**src/rtl/uart_log_arbiter.sv**
```systemverilog
// Round-robin arbiter that shares one APB UART TX register among NUM_REQ byte streams,
// holding a per-line lock so text lines from different requesters never interleave.
module uart_log_arbiter #(
    parameter int                        NUM_REQ        = 4,
    parameter int                        APB_ADDR_WIDTH = 32,
    parameter int                        APB_DATA_WIDTH = 32,
    parameter logic [APB_ADDR_WIDTH-1:0] UART_ADDR      = 32'h1000_0000,
    parameter int                        LOCK_TIMEOUT   = 64
) (
    input  logic                        clk_i,
    input  logic                        rst_ni,
    input  logic [NUM_REQ-1:0]          req_valid_i,
    input  logic [NUM_REQ*8-1:0]        req_data_i,
    output logic [NUM_REQ-1:0]          req_ready_o,
    output logic                        psel_o,
    output logic                        penable_o,
    output logic                        pwrite_o,
    output logic [APB_ADDR_WIDTH-1:0]   paddr_o,
    output logic [APB_DATA_WIDTH-1:0]   pwdata_o,
    input  logic [APB_DATA_WIDTH-1:0]   prdata_i,
    input  logic                        pready_i,
    input  logic                        pslverr_i,
    output logic                        busy_o,
    output logic                        lock_valid_o,
    output logic [$clog2(NUM_REQ)-1:0]  lock_owner_o,
    output logic                        err_o
);

    localparam int               IDX_W     = $clog2(NUM_REQ);
    localparam int               CNT_W     = (LOCK_TIMEOUT > 1) ? $clog2(LOCK_TIMEOUT + 1) : 1;
    localparam bit               LOCK_EN   = (LOCK_TIMEOUT > 0);
    localparam logic [31:0]      NUM_REQ_U = NUM_REQ;
    localparam logic [CNT_W-1:0] CNT_LAST  = CNT_W'((LOCK_TIMEOUT > 0) ? LOCK_TIMEOUT - 1 : 0);
    localparam logic [7:0]       NEWLINE   = 8'h0A;

    typedef enum logic [1:0] {IDLE, SETUP, ACCESS} state_t;

    state_t             state_reg, state_next;
    logic [7:0]         byte_reg, byte_next;
    logic               lock_valid_reg, lock_valid_next;
    logic [IDX_W-1:0]   lock_owner_reg, lock_owner_next;
    logic [IDX_W-1:0]   rr_ptr_reg, rr_ptr_next;
    logic [CNT_W-1:0]   cnt_reg, cnt_next;
    logic               err_reg, err_next;

    logic [NUM_REQ-1:0] eligible;
    logic [NUM_REQ-1:0] rot;
    logic [7:0]         req_byte [NUM_REQ];
    logic               found;
    logic [IDX_W-1:0]   offset;
    logic [IDX_W-1:0]   winner;
    logic               unused_prdata;

    assign unused_prdata = ^prdata_i;

    function automatic logic [IDX_W-1:0] idx_add(input logic [IDX_W-1:0] a, input logic [31:0] b);
        logic [31:0] s;
        s = {{(32-IDX_W){1'b0}}, a} + b;
        return IDX_W'(s % NUM_REQ_U);
    endfunction

    // rot[k] is the eligibility of the requester k places above rr_ptr (with wrap)
    for (genvar gi = 0; gi < NUM_REQ; gi++) begin : g_req
        assign req_byte[gi] = req_data_i[8*gi +: 8];
        assign eligible[gi] = req_valid_i[gi] &&
                              (!(LOCK_EN && lock_valid_reg) || (lock_owner_reg == IDX_W'(gi)));
        assign rot[gi]      = eligible[idx_add(rr_ptr_reg, 32'(gi))];
    end

    always_comb begin
        found  = 1'b0;
        offset = '0;
        for (int k = NUM_REQ - 1; k >= 0; k--) begin
            if (rot[k]) begin
                found  = 1'b1;
                offset = IDX_W'(k);
            end
        end
    end

    assign winner = idx_add(rr_ptr_reg, {{(32-IDX_W){1'b0}}, offset});

    always_comb begin
        state_next      = state_reg;
        byte_next       = byte_reg;
        lock_valid_next = lock_valid_reg;
        lock_owner_next = lock_owner_reg;
        rr_ptr_next     = rr_ptr_reg;
        cnt_next        = cnt_reg;
        err_next        = err_reg;
        req_ready_o     = '0;
        case (state_reg)
            IDLE: begin
                // An accept always beats a timeout release in the same cycle
                if (found && rst_ni) begin
                    req_ready_o = NUM_REQ'(1) << winner;
                    byte_next   = req_byte[winner];
                    cnt_next    = '0;
                    state_next  = SETUP;
                    if (LOCK_EN) begin
                        if (req_byte[winner] == NEWLINE) begin
                            lock_valid_next = 1'b0;
                            rr_ptr_next     = idx_add(winner, 32'd1);
                        end else begin
                            lock_valid_next = 1'b1;
                            lock_owner_next = winner;
                        end
                    end else begin
                        rr_ptr_next = idx_add(winner, 32'd1);
                    end
                end else if (LOCK_EN && lock_valid_reg && !req_valid_i[lock_owner_reg]) begin
                    if (cnt_reg == CNT_LAST) begin
                        lock_valid_next = 1'b0;
                        rr_ptr_next     = idx_add(lock_owner_reg, 32'd1);
                        cnt_next        = '0;
                    end else begin
                        cnt_next = cnt_reg + CNT_W'(1);
                    end
                end
            end
            SETUP: begin
                state_next = ACCESS;
            end
            ACCESS: begin
                if (pready_i) begin
                    state_next = IDLE;
                    if (pslverr_i) begin
                        err_next = 1'b1;
                    end
                end
            end
            default: begin
                state_next = IDLE;
            end
        endcase
    end

    always_ff @(posedge clk_i or negedge rst_ni) begin
        if (!rst_ni) begin
            state_reg      <= IDLE;
            byte_reg       <= '0;
            lock_valid_reg <= 1'b0;
            lock_owner_reg <= '0;
            rr_ptr_reg     <= '0;
            cnt_reg        <= '0;
            err_reg        <= 1'b0;
        end else begin
            state_reg      <= state_next;
            byte_reg       <= byte_next;
            lock_valid_reg <= lock_valid_next;
            lock_owner_reg <= lock_owner_next;
            rr_ptr_reg     <= rr_ptr_next;
            cnt_reg        <= cnt_next;
            err_reg        <= err_next;
        end
    end

    assign psel_o       = (state_reg != IDLE);
    assign penable_o    = (state_reg == ACCESS);
    assign pwrite_o     = psel_o;
    assign paddr_o      = psel_o ? UART_ADDR : '0;
    assign pwdata_o     = APB_DATA_WIDTH'(byte_reg);
    assign busy_o       = psel_o;
    assign lock_valid_o = lock_valid_reg;
    assign lock_owner_o = lock_owner_reg;
    assign err_o        = err_reg;

endmodule

```
**config.mk**
```make
export PLATFORM = sky130hd
export DESIGN_NAME = uart_log_arbiter
export DESIGN_NICKNAME = d
export VERILOG_FILES = /design/src/rtl/uart_log_arbiter.sv
export SDC_FILE = /design/constraint.sdc
export NUM_CORES = 1
export LEC_CHECK = 0
export CAP_MARGIN = 20
export CORE_UTILIZATION = 33
export DETAILED_ROUTE_END_ITERATION = 7
export PLACE_DENSITY = 0.89
export REMOVE_ABC_BUFFERS = 1
export SYNTH_ARGS = -nofsm -noshare
export SYNTH_HDL_FRONTEND = slang
export SYNTH_SLANG_ARGS = --single-unit
```
**constraint.sdc**
```tcl
create_clock -name clk_i -period 3.5 [get_ports clk_i]
set_clock_uncertainty 0.15 [all_clocks]
set_input_delay 0.7 -clock clk_i [delete_from_list [all_inputs] [get_ports clk_i]]
set_output_delay 0.7 -clock clk_i [all_outputs]
set_load 0.02 [all_outputs]
```
==> results of run 1 <==
-- worst register-to-register path: stages, from the launching register on --
cell and delay, ns:
sky130_fd_sc_hd__dfrtp_2 0.46, sky130_fd_sc_hd__mux2i_4 0.20, sky130_fd_sc_hd__o211ai_4 0.19, sky130_fd_sc_hd__nor2_1 0.06, sky130_fd_sc_hd__o311a_1 0.30, sky130_fd_sc_hd__o22ai_2 0.15
sky130_fd_sc_hd__ha_2 0.33, sky130_fd_sc_hd__buf_4 0.19, sky130_fd_sc_hd__nor4_1 0.29, sky130_fd_sc_hd__nand2_1 0.09, sky130_fd_sc_hd__a22o_1 0.23, sky130_fd_sc_hd__mux2i_1 0.22
sky130_fd_sc_hd__nor2_2 0.09, sky130_fd_sc_hd__mux2_1 0.33
-- through the flow --
| stage | setup WS, ns | cell area [um2] | hold WS [ns] |
|---|---|---|---|
| 6_report | 0.00266 | 2930 | 0.331 |
| 5_1_grt | -0.158 | 2930 | 0.368 |
| 4_1_cts | -0.0787 | 2900 | 0.336 |
| 3_5_place_dp | -1.03 | 2820 | 0.316 |
| 3_3_place_gp | -0.944 | 2820 | 0.305 |
| 2_1_floorplan | -0.381 | 1890 | 0.254 |
-- path summary, 6_finish.rpt --
| kind | startpoint | end | cells after the start |
|---|---|---|---|
| setup reg to reg | rr_ptr_reg[0] | lock_owner_o[1] | 13 |
| hold reg to reg | err_o | err_o | 1 |
| max in group asynchronous | rst_ni | rr_ptr_reg[0] | 2 |
| setup / recovery | rr_ptr_reg[0] | req_ready_o[2] | 11 |
| min in group asynchronous | rst_ni | cnt_reg[5] | 2 |
| hold / removal | err_o | err_o | 1 |
-- routing by layer --
metal	routed length, um	vias up
met3	237	8
met1	2280	971
met4	96	0
li1	-	947
met5	0	-
met2	2810	83
-- placed cells by master, fill, tap and decap left out, types with 3 or more instances in the layout --
cell / instances
sky130_fd_sc_hd__inv_1: 4
sky130_fd_sc_hd__nor4_1: 5
sky130_fd_sc_hd__clkbuf_8: 3
sky130_fd_sc_hd__clkdlybuf4s50_1: 52
sky130_fd_sc_hd__a21oi_1: 4
sky130_fd_sc_hd__nand2_1: 41
sky130_fd_sc_hd__mux2i_1: 4
sky130_fd_sc_hd__mux4_2: 8
sky130_fd_sc_hd__and3_1: 4
sky130_fd_sc_hd__buf_4: 35
sky130_fd_sc_hd__dfrtp_1: 22
sky130_fd_sc_hd__o211ai_1: 5
sky130_fd_sc_hd__nor3_1: 5
sky130_fd_sc_hd__nor2_1: 11
sky130_fd_sc_hd__o21ai_0: 12
sky130_fd_sc_hd__conb_1: 55
sky130_fd_sc_hd__nand3_1: 5
sky130_fd_sc_hd__mux2_1: 3
-- layout make-up --
| type | instances | area share [%] |
|---|---|---|
| tap | 77 | 3.29 |
| inverter | 5 | 0.642 |
| clock buffer | 3 | 1.41 |
| clock inverter | 1 | 0.171 |
| timing repair buffer | 93 | 28.5 |
| multi-input combinational | 211 | 46.3 |
| sequential | 23 | 19.7 |
-- repair_timing --
| action | in CTS | in global routing |
|---|---|---|
| cloned | 0 | 0 |
| hold buffers | 0 | 0 |
| buffers inserted | 3 | 0 |
| gates resized for setup | 40 | 7 |
| setup endpoints to repair | 17 | 8 |
| pin swaps | 9 | 7 |
| endpoints found under the hold margin | 0 | 0 |
-- cell families after synthesis --
group                      count (synthesis)
and+or+nand+nor                           89
buffers and inverters                     74
AOI/OAI and AO/OA                         46
DFF                                       23
muxes                                     17
adders and majority gates                  2
xor gates and xnor gates                   2
other                                      1
-- report_power, final --
group	internal (uW)	switching, uW	leakage (uW)
logic	903	940	0.00102
registers	368	94.1	0.000284
clock network	79.4	88.1	0.0000255
==> impl_summary.txt, run 1 <==
----------------------------------------------------
[Run status]
  Result of the run ... finished, final reports clean

[STA]
  Achievable Freq ... 286 MHz
  Setup repair after global routing missed its margin ... yes
  Final-layout setup total negative slack ... 0 ns
  Total count of max-transition violations in the final report ... 0
  Final Critical Period ... 3.50 ns
  Final number of setup-violating endpoints ... 0
  Post-route clock period utilization ... 99.9%
  Hold Vio Cnt, Final ... 0

[Global routing]
  GRT Max-Usage Layer ... met2
  Number of antenna violations at the first check in global routing ... 0
  Global Route met1 Usage ... 19.3%
  Gr ovfl total ... 0
  Global-route wire length before repair ... 8990 um
  Vias in the first global route ... 1951
  GR Layer Usage met3 ... 2.29%
  Maximum number of pins on one net before global-route repair ... 25
  GR Util met2 ... 27.6%
  Overall global routing resource usage ... 15.6%

[Clock tree]
  Register clock-pin slew on the reported worst setup and hold paths ... 0.09 ns
  CTS Buf Count ... 3
  Clock tree from TritonCTS ... built
  Clk_lat worst skew ... 0.27 ns
  Number of levels the H-tree was split into ... 1
  Clk buf depth ... 2
  Root Buffer ... sky130_fd_sc_hd__clkbuf_8
  CTS Sinks ... 23

[Routing]
  Violation count after the first detailed-routing iteration ... 57
  Router iterations before antenna repair ... 4
  Routed length per instance ... 13.1 um
  Wire length reported by the detailed router ... 5420 um
  DRT antenna net count ... 0
  Routed vias/inst ... 4.86
  Routed via count ... 2009
  Final routed DRC violation total ... 0

[Min path]
  Worst hold path class ... reg2reg

[Synthesis]
  Async SR Flop Fraction ... 100%
  EDFF count, synth ... 0
  Post-Synthesis Cells ... 254
  Warning count from the yosys run ... 0
  Proportion of synthesized chip area in sequential cells ... 26.4%
  Most common library cells after synthesis ... sky130_fd_sc_hd__buf_4, sky130_fd_sc_hd__nand2_1, sky130_fd_sc_hd__dfrtp_1, sky130_fd_sc_hd__o21ai_0, sky130_fd_sc_hd__nor2_1
  Complex-gate fraction of the synthesized area ... 15.6%
  Share of synthesized area spent on multiplexers ... 12.6%
  Library cell with the highest instance count after synthesis ... sky130_fd_sc_hd__buf_4
  Per-instance average area after synthesis ... 8.60 um2
  Post-synthesis share of cell area spent on and, or, nand and nor gates ... 19.8%
  Yosys reg bits ... 23
  Arithmetic-cell share of the synthesized area counting full adders, half adders and majority gates ... 1.15%
  Post-synthesis cell type with the largest combined area ... sky130_fd_sc_hd__dfrtp_1
  Parity-gate share of the synthesized area counting xor and xnor cells ... 0.802%
  Syn Std Cell Area ... 2180 um2
  Largest family of logic cells by synthesized area ... buffers and inverters
  Top cell type's share of synthesized area ... 26.4%
  Distinct cell type count of the synthesized netlist ... 54
  Most used flip-flop cell after synthesis ... sky130_fd_sc_hd__dfrtp_1
  Top post-synthesis cells by area ... sky130_fd_sc_hd__dfrtp_1, sky130_fd_sc_hd__buf_4, sky130_fd_sc_hd__mux4_2, sky130_fd_sc_hd__nand2_1, sky130_fd_sc_hd__o21ai_0

[Floorplanning]
  FP Rows ... 29
  Horizontal extent of the die ... 83.3 um
  Top-level I/O count ... 148
  Placeable Area ... 6390 um2
  Die span in y ... 83.3 um
  Die area ... 6950 um2
  Effective utilization at floorplan ... 34.2%

[Run]
  Number of violations of the max-capacitance limit ... 0

[Power]
  Max VDD drop ... 760 uV
  Static Leakage ... 0.00133 uW
  Power per Cell Area ... 845 nW/um2
  Post-route total power ... 2470 uW

[Setup path]
  Worst endpoint data arrival time ... 2.65 ns
  Crit path buf inv count ... 2
  Critical path endpoint category ... primary output
  Startpoint types ... flop
  Type of the worst setup path ... reg2out
  Critical path fanouts, max ... 5
  Delay of the slowest critical-path stage ... 0.46 ns
  Data required time of the critical path ... 2.65 ns
  Slowest-stage cell, CP ... sky130_fd_sc_hd__dfrtp_2
  Kind of cell adding the most delay to the critical path ... compound AO/OA/AOI/OAI gates
  Worst R2R Setup Slack ... 0.12 ns
  Cell-by-cell trace of the critical path ... mux2i_4, o211ai_4, nor2_1, o311a_1, o22ai_2, ha_2, inv_2, o31a_1, a211oi_4, nor3b_2, buf_4

[Layout]
  Largest register FFs ... 8
  Area taken by flip-flops and latches ... 577 um2
  Area used by multi-input combinational logic ... 1350 um2
  Fraction of layout instances using a drive strength above 1 ... 21.1%
  Antenna fix cells ... 0
  Count of fill cells added during filler insertion ... 603
  Finished Layout Cells ... 413
  Synth-to-Final Area Change ... 34.0%
  Number of nets in the layout ... 411
  Final standard cell utilization of the core ... 45.8%

[Placement]
  RePlAce Congestion ... 0.860
  Number of placed cells counting well taps ... 407
  Total of buffers placed on input and output ports ... 60
  DP Wirelength ... 4410 um

----------------------------------------------------
Power figures use the tool's default switching activity.
==> run 2, diff against run 1 <==
--- a/config.mk
+++ b/config.mk
@@ -10,6 +10,7 @@
 export DETAILED_ROUTE_END_ITERATION = 7
 export PLACE_DENSITY = 0.89
 export REMOVE_ABC_BUFFERS = 1
+export SLEW_MARGIN = 30
 export SYNTH_ARGS = -nofsm -noshare
 export SYNTH_HDL_FRONTEND = slang
 export SYNTH_SLANG_ARGS = --single-unit
==> results of run 2 <==
No change in the layout: final DEF, timing and power equal those of run 1.
==> patch: new RTL, config.mk and constraints of run 1 <==
Re-encode `state_t` (3 states) as one-hot, 3 bits wide.
--- a/src/rtl/uart_log_arbiter.sv
+++ b/src/rtl/uart_log_arbiter.sv
@@ -33,7 +33,7 @@
     localparam logic [CNT_W-1:0] CNT_LAST  = CNT_W'((LOCK_TIMEOUT > 0) ? LOCK_TIMEOUT - 1 : 0);
     localparam logic [7:0]       NEWLINE   = 8'h0A;
 
-    typedef enum logic [1:0] {IDLE, SETUP, ACCESS} state_t;
+    typedef enum logic [2:0] {IDLE = 3'b001, SETUP = 3'b010, ACCESS = 3'b100} state_t;
 
     state_t             state_reg, state_next;
     logic [7:0]         byte_reg, byte_next;
Check against the original RTL: same outputs for any inputs over 4 cycles, from zero or initial values and one cycle with rst_ni low; so few cycles prove little.
==> patch against run 1 <==
The run now ends with design-rule violations, negative setup slack left; sequential cell count increased by 1; setup slack got worse by 0.23 ns; critical path type unchanged; final area increased by 5.7%; combinational power increased by 39%; sequential power increased by 10%; global-route usage increased by 1.4 points; worst hold slack got worse by 0.014 ns; wire length increased by 11%; area after synthesis increased by 2.1%; sequential share of layout area decreased by 0.13 points; total power increased by 31%.
==> patch: results (changes against run 1) <==
The flow ran to the end, but the final reports show violations. The checks that failed: design-rule violations, negative setup slack. In the synthesized netlist, the cells that appear most often are buf_4, nand2_1, dfrtp_1. The post-synthesis compound-gate area fraction was 14.0% (-1.7 points); the number of placed cells counting well taps was 412 (+1.2%). Worst setup slack after layout: -0.226 ns (-0.229 ns). Post-synthesis mux area share: 14.0% (+1.4 points). The number of design rule violations left after detail routing was 6 (+6). The logs give 3 (unchanged) for the number of buffers created by CTS and 17.0% (+1.4 points) for the combined global-route utilization of all metal layers.

The maximum fanout along the worst path is 5 (unchanged), and the number of different library cells in the post-synthesis netlist is 53 (-1.9%). The run gives 9.78 mm (+8.8%) as the first-pass GRT wire length. The synthesized-area fraction occupied by xor and xnor cells works out to 1.97% (+1.2 points).

The post-detailed-placement cell area was 0.00294 mm2 (+4.1%); the maximum resistive drop on vdd was 532 uV (-30%). Worst hold-check slack: 0.317 ns (-0.0143 ns). The tools report the critical register-to-register path startpoint as rr_ptr_reg[0]$_DFFE_PN0P_.

The leakage power summed over all cells is 0.00142 uW (+6.7%). The non-filler instance count after layout is 422 (+2.2%), and the number of buffers added for setup after CTS is 3 (unchanged). The tools report the overall via count from detail_route as 2080 (+3.5%).

The fraction of registers with async set or reset after synthesis works out to 100% (unchanged). The layout cell share with drive strength beyond 1 came out at 26.1% (+5.0 points). In this run the worst hold path is classified as reg -> reg.

The number of port buffers came out at 60 (unchanged). The reg-to-reg endpoint was byte_reg[6]$_DFFE_PN0P_. The arithmetic-cell share of the synthesized area counting full adders, half adders and majority gates was 1.12% (-0.023 points). Aggregate negative setup slack: -0.827 ns (-0.827 ns).

The master cell of the clock root buffer was clkbuf_8. For the post-cts sizing count, the log shows 50 (+25%). For the detailed-placement wirelength estimate, the log shows 4.67 mm (+6.0%).

Post-place setup slack: -1.20 ns (-0.172 ns). For the final number of setup-violating endpoints, the log shows 5 (+5). The gate count after technology mapping is 248 (-2.4%), and the largest net degree at the start of global routing is 26 (+4.0%). The total area of sequential cells was 606 um2 (+5.0%). After synthesis, the cell types taking the most area are dfrtp_1, buf_4, mux4_2, nand2_1, mux4_1. The number of detailed-routing iterations run before antenna repair came out at 6 (+2). The routed wire length per instance works out to 14.2 um (+8.2%). The clock network latency to the later pin of the worst-skew pair is 0.27 ns (about the same), and the maximum buffer depth of the clock tree is 2 (unchanged). The worst endpoint data arrival time was 2.88 ns (+0.23 ns); the flop-to-flop setup slack was -0.01 ns (-0.13 ns). Number of cells on the worst reg-to-reg path: 15 (+2).

The number of flip-flops in the largest register is 8 (unchanged), and the number of DRC markers in iteration 0 is 82 (+44%). Total number of H-tree levels: 1 (unchanged). The via count of the first global-routing pass was 2166 (+11%); the count of fill cells added during filler insertion was 567 (-6.0%).

The sequential element share of the synthesized area came out at 27.0% (+0.65 points). The tools report the global placement routability congestion as 0.850 (-1.2%).
patch: layer usage:
metal  track usage, %  vias to the layer above  part of all wire [%]  routed length, um
met5                0                        -                     0                  0
met4             9.56                        0                   3.5                208
met3             2.56                       20                   6.0                359
met2             33.8                      110                    55               3290
met1             16.7                      989                    36               2140
li1                 -                      961                     -                  -
patch: area by class of cell:
class                           count  share of cell area (%)
Sequential cell                    24                    19.6
Clock buffer                        4                    1.46
Timing Repair Buffer              105                    30.3
Multi-Input combinational cell    204                    44.6
Inverter                            8                   0.971
Tap cell                           77                    3.12
patch: logic make-up after synthesis:
family | Yosys count
xor+xnor | 5
fa+ha+maj | 2
buf+inv | 74
compound gates | 40
flops | 24
other cells | 1
mux | 18
simple gates | 84
patch: how the worst max path moves through the flow:
stage / start / end / cells after the start
final: rr_ptr_reg[0]$_DFFE_PN0P_ / req_ready_o[0] / 12
after global routing: lock_owner_o[0]$_DFFE_PN0P_ / req_ready_o[0] / 12
after CTS: rr_ptr_reg[0]$_DFFE_PN0P_ / req_ready_o[0] / 12
after detailed placement: req_valid_i[3] / req_ready_o[0] / 12
after global placement: req_valid_i[2] / req_ready_o[0] / 12
after floorplan: req_valid_i[2] / req_ready_o[0] / 10
patch: worst max-delay path: stages, from the launching register on:
cell and delay (ns):
dfrtp_2 0.46, mux2i_2 0.18, o211ai_1 0.21, nand2_1 0.14
o21ai_2 0.11, a221oi_2 0.09, o22ai_1 0.17, ha_2 0.20
inv_2 0.04, or4_4 0.51, o221ai_4 0.11, nor3b_2 0.21
buf_4 0.16
patch: power breakdown:
group / switching (uW) / total [uW] / internal [uW]
registers: 114 / 509 / 395
logic: 1230 / 2550 / 1320
clock network: 90.2 / 172 / 81.4
